### src/rtl/button_event_generator.sv
`default_nettype none
// ============================================================================
//  Module      : button_event_generator
//  Description : Turns one debounced button level into single-clock event
//                pulses: press, release, short tap, long press and auto-repeat.
//                Sits between the button debouncer and the menu/keypad
//                controller; one instance per button.
//  Ports       : CLK             - block clock, rising edge
//                RST_N           - asynchronous active-low reset
//                CleanButtonIn   - debounced level (polarity by ACTIVE_LOW)
//                PressPulse      - one clock on press detection
//                ReleasePulse    - one clock on every release
//                ShortPressPulse - one clock on release before long threshold
//                LongPressPulse  - one clock when long threshold is reached
//                RepeatPulse     - one clock every REPEAT_CYCLES after long
//                Held            - high while a press is in progress
//  Revision    : 1.0 - initial release
// ============================================================================
module button_event_generator #(
    parameter int unsigned LONG_PRESS_CYCLES = 50000000,
    parameter int unsigned REPEAT_CYCLES     = 10000000,
    parameter bit          REPEAT_EN         = 1'b1,
    parameter bit          ACTIVE_LOW        = 1'b1
) (
    input  logic CLK,
    input  logic RST_N,
    input  logic CleanButtonIn,
    output logic PressPulse,
    output logic ReleasePulse,
    output logic ShortPressPulse,
    output logic LongPressPulse,
    output logic RepeatPulse,
    output logic Held
);

    localparam int unsigned C_CNT_MAX = (LONG_PRESS_CYCLES > REPEAT_CYCLES) ?
                                        LONG_PRESS_CYCLES : REPEAT_CYCLES;
    localparam int          C_CNT_W   = $clog2(C_CNT_MAX);

    localparam logic [C_CNT_W-1:0] C_LONG_LAST = C_CNT_W'(LONG_PRESS_CYCLES - 1);
    localparam logic [C_CNT_W-1:0] C_REP_LAST  = C_CNT_W'(REPEAT_CYCLES - 1);
    localparam logic [C_CNT_W-1:0] C_CNT_ZERO  = '0;
    localparam logic [C_CNT_W-1:0] C_CNT_ONE   = C_CNT_W'(1);

    typedef enum logic [1:0] {
        ST_IDLE    = 2'd0,
        ST_PRESSED = 2'd1,
        ST_LONG    = 2'd2
    } state_t;

    state_t               r_state;
    state_t               w_state_nxt;
    logic [C_CNT_W-1:0]   r_cnt;
    logic [C_CNT_W-1:0]   w_cnt_nxt;
    logic                 r_prev_btn;
    logic                 w_btn;
    logic                 w_press;
    logic                 w_release;
    logic                 w_short;
    logic                 w_long;
    logic                 w_repeat;

    // Normalise polarity so that 1 always means "pressed".
    assign w_btn = CleanButtonIn ^ ACTIVE_LOW;

    // State, counter and registered outputs. prev_btn resets to "pressed" so a
    // button held through reset release must be let go before it can count.
    always_ff @(posedge CLK or negedge RST_N) begin
        if (!RST_N) begin
            r_state         <= ST_IDLE;
            r_cnt           <= C_CNT_ZERO;
            r_prev_btn      <= 1'b1;
            PressPulse      <= 1'b0;
            ReleasePulse    <= 1'b0;
            ShortPressPulse <= 1'b0;
            LongPressPulse  <= 1'b0;
            RepeatPulse     <= 1'b0;
            Held            <= 1'b0;
        end else begin
            r_state         <= w_state_nxt;
            r_cnt           <= w_cnt_nxt;
            r_prev_btn      <= w_btn;
            PressPulse      <= w_press;
            ReleasePulse    <= w_release;
            ShortPressPulse <= w_short;
            LongPressPulse  <= w_long;
            RepeatPulse     <= w_repeat;
            Held            <= (w_state_nxt != ST_IDLE);
        end
    end

    // Next state / counter / pulse decisions. Release is tested first in every
    // pressed state so it always wins over a threshold expiring in that cycle.
    always_comb begin
        w_state_nxt = r_state;
        w_cnt_nxt   = r_cnt;
        w_press     = 1'b0;
        w_release   = 1'b0;
        w_short     = 1'b0;
        w_long      = 1'b0;
        w_repeat    = 1'b0;
        case (r_state)
            ST_IDLE: begin
                if (w_btn && !r_prev_btn) begin
                    w_state_nxt = ST_PRESSED;
                    w_cnt_nxt   = C_CNT_ZERO;
                    w_press     = 1'b1;
                end
            end
            ST_PRESSED: begin
                if (!w_btn) begin
                    w_state_nxt = ST_IDLE;
                    w_cnt_nxt   = C_CNT_ZERO;
                    w_release   = 1'b1;
                    w_short     = 1'b1;
                end else if (r_cnt == C_LONG_LAST) begin
                    w_state_nxt = ST_LONG;
                    w_cnt_nxt   = C_CNT_ZERO;
                    w_long      = 1'b1;
                end else begin
                    w_cnt_nxt   = r_cnt + C_CNT_ONE;
                end
            end
            ST_LONG: begin
                if (!w_btn) begin
                    w_state_nxt = ST_IDLE;
                    w_cnt_nxt   = C_CNT_ZERO;
                    w_release   = 1'b1;
                end else if (r_cnt == C_REP_LAST) begin
                    // With repeat disabled the counter simply parks here.
                    if (REPEAT_EN) begin
                        w_cnt_nxt = C_CNT_ZERO;
                        w_repeat  = 1'b1;
                    end
                end else begin
                    w_cnt_nxt   = r_cnt + C_CNT_ONE;
                end
            end
            default: begin
                w_state_nxt = ST_IDLE;
                w_cnt_nxt   = C_CNT_ZERO;
            end
        endcase
    end

endmodule
`default_nettype wire

### config.mk
export PLATFORM = sky130hd
export DESIGN_NAME = button_event_generator
export DESIGN_NICKNAME = d
export VERILOG_FILES = /design/src/rtl/button_event_generator.sv
export SDC_FILE = /design/constraint.sdc
export NUM_CORES = 1
export LEC_CHECK = 0
export CAP_MARGIN = 0
export CORE_MARGIN = 4
export CORE_UTILIZATION = 45
export CTS_CLUSTER_DIAMETER = 30
export DETAILED_ROUTE_END_ITERATION = 16
export GPL_ROUTABILITY_DRIVEN = 1
export GPL_TIMING_DRIVEN = 1
export SYNTH_ARGS = -nofsm -noshare
export SYNTH_HDL_FRONTEND = slang
export SYNTH_SLANG_ARGS = --single-unit
export TNS_END_PERCENT = 20
### constraint.sdc
create_clock -name CLK -period 3.81 [get_ports CLK]
set_input_delay 1.143 -clock CLK [delete_from_list [all_inputs] [get_ports CLK]]
set_output_delay 1.143 -clock CLK [all_outputs]
set_load 0.05 [all_outputs]
==> flow_summary_export.csv <==
group,metric,value,unit
yosys,ys.flop_type,"dfrtp_1",
global_routing,grt_start_max_net_pins,36,
worst_setup_path,cp-startpoint,"CleanButtonIn",
yosys,ys_ff_latch,35,
yosys,syn_area,0.002012,mm2
timing,setup_viol,0,
timing,timing.final.crit_period,2.987,ns
routing,drt-pass1-iter-count,4,
yosys,synth_top_area_cell,"dfrtp_1",
floorplanning,rows,24,
yosys,yosys_warnings,0,
yosys,syn_area_per_cell,9.272,um2
worst_setup_path,max_stage_delay,0.54,ns
global_routing,grt_pass1_wl,7817,um
yosys,ys_seq_area_frac,0.4359,
yosys,synthCells,217,
yosys,synth.area.top_cells,"dfrtp_1 (42%), nand2_1 (4.9%), xor2_1 (4.4%)",
yosys,synthAdderAreaFrac,0.03109,
timing,period_share,0.7840,
pwr,power,1.000,mW
min_path,holdCritStartpoint,"r_cnt[1]",
run_status,status,"finished clean",
yosys,synth.distinct_cells,43,
floorplanning,io_pins,9,
worst_setup_path,startpoint_type,"input port",
flow_run,max_cap_viol_count,0,
worst_setup_path,worstSetupPathType,"input port to register",
worst_setup_path,slowest_stage,"a21oi_2",
timing,max_freq,334.8,MHz
yosys,synth_mux_area_frac,0,
finish,multi_input_area,0.001054,mm2
finish,area_growth,11.44,%
clock_tree,cts_resized,0,
pwr,leakagePower,0.9306,nW
place,place_congestion,0.8506,
routing,antenna_left,0,
finish,drive_gt1_frac,0.08370,
worst_setup_path,end_kind,"register",
clock_tree,cts_setup_buffers,0,
finish,fill_cells,416,
place,pre_cts_ws,0.5263,ns
floorplanning,core_area,0.004354,mm2
routing,drc,0,
clock_tree,cts_tree,"built",
floorplanning,start_util,0.4621,
routing,drt-initial-drc-count,98,
timing,slew_headroom,0.5170,
min_path,min_to,"r_cnt[1]",
worst_setup_path,worstPathRequired,3.98,ns
worst_setup_path,reg2reg_from,"r_cnt[16]",
clock_tree,clk_path_buf_depth,2,
clock_tree,clkLatencyLatePin,0.29,ns
routing,wire_per_inst,15.84,um
yosys,synth_edf_count,0,
finish,final_cell_mix,"dfrtp_1 (34), nand2_1 (26), nor2_1 (22), nand3_1 (15), o21ai_0 (11)",
timing,slew_viol_final,0,
floorplanning,die_w,74.87,um
yosys,synth_xor_area_frac,0.05659,
timing,final.setup.tns,0,ns
routing,dr_total_vias,1644,
worst_setup_path,r2r_slack,1.16,ns
yosys,yosysTopAreaCellShare,0.4229,
global_routing,gr-total-overflow,0,
worst_setup_path,r2r-end,"r_cnt[7]",
clock_tree,htreeDepth,2,
timing,finClkSkew,0.005941,ns
global_routing,grt.total_usage,0.1790,
routing,via_per_inst,5.892,
timing,fin_ws,0.8231,ns
worst_setup_path,worst-endpoint-arrival,3.15,ns
place,portBuffers,8,
floorplanning,die_area,0.005605,mm2
yosys,synth_top_family_by_area,"simple AND/OR/NAND/NOR gates",
pwr,vdd_drop_max,0.2193,mV
clock_tree,cts_hold_repair.buffers,0,
floorplanning,die_y,74.87,um
finish,nets,234,
yosys,synthArstFlopShare,1.000,
finish,regArea,877.1,um2
global_routing,antenna_found_initial,0,
yosys,synthSimpleGateAreaFrac,0.3103,
min_path,min_path_cells,2,
timing,finalHoldViolations,0,
global_routing,first_global_vias,1645,
finish,n_antenna_cell,0,
yosys,synth_compound_area_frac,0.1256,
clock_tree,path_clk_slew,0.07,ns
pwr,power_density,446.1,mW/mm2
yosys,synthesis.nets,225,
place,dpl.hpwl,3182,um
finish,layout_commonest_cell,"dfrtp_1",
worst_setup_path,worst-r2r-cell-count,5,
worst_setup_path,cp_max_fo,16,
worst_setup_path,path_cells,"clkdlybuf4s50_1 -> nor2b_1 -> nand2_1 -> a21oi_2 -> nor2_1 -> o311ai_0",
routing,detail_route.wirelength,4420,um
timing,worst_pin_slew,0.7245,ns
clock_tree,cts_root_buf,"clkbuf_8",
clock_tree,cts_buffers,5,
timing,rsz0062_at_grt,"no",
clock_tree,clock-sinks,35,
min_path,min_path_type,"register to register",
[metal layers]
metal  GRT usage  wire [um]  vias up
met5           0          0        -
met4     0.05534         48        0
met3     0.04806        205        6
met2      0.2785       2093       37
met1      0.2433       2072      805
li1            -          -      796
[cell type report]
class,instances,share of cell area
inverters,7,0.01172
clock buffers,6,0.03683
repair buffers,11,0.04576
multi-input cells,166,0.4699
flip-flops and latches,35,0.3912
well taps,52,0.02902
clock inverters,2,0.01563
[registers in the layout (all words and copies together), names as in the netlist]
register,flops
Held,1
LongPressPulse,1
PressPulse,1
ReleasePulse,1
RepeatPulse,1
ShortPressPulse,1
r_cnt,26
r_prev_btn,1
r_state,2
[synthesized netlist by cell type, drive strengths merged (4+ instances only)]
library cell	instances
and3	7
buf	5
clkbuf	4
o21ai	12
nand4	10
inv	7
xor2	10
ha	5
dfrtp	34
nand2	26
a21oi	4
and4	4
and2	5
nand3	15
o211ai	8
nor3	8
nor2	22
[per-stage QoR]
step	utilization	hold WS [ns]	instances	area, um2
5_1_grt	0.5149	0.6123	279	2242
3_3_place_gp	0.4879	0.5307	271	2125
6_report	0.5149	0.5414	279	2242
3_5_place_dp	0.4879	0.5329	271	2125
2_1_floorplan	-	0.4973	217	2012
4_1_cts	0.5149	0.5475	279	2242
[report_power, final]
part | switching [mW] | internal, mW | total, mW
Combinational | 0.168 | 0.0794 | 0.247
Clock | 0.135 | 0.212 | 0.347
Sequential | 0.0138 | 0.392 | 0.406
[worst max-delay path by stage]
stage                endpoint  cells after the start
floorplan           r_cnt[25]                      7
global placement    r_cnt[25]                      6
detailed placement  r_cnt[25]                      6
CTS                 r_cnt[25]                      6
global route         r_cnt[2]                      6
finish               r_cnt[2]                      6
[worst max-delay path, delay by kind of cell]
family | cells | cell delay (ns)
AO/OA/AOI/OAI | 2 | 0.92
buffers and inverters | 1 | 0.53
AND/OR/NAND/NOR | 3 | 0.56
[cell families after synthesis]
logic type | Yosys count
and+or+nand+nor | 113
AOI/OAI and AO/OA | 35
DFF | 35
buffers and inverters | 16
xor gates and xnor gates | 13
adders and majority gates | 5
Power figures use the tool's default switching activity.
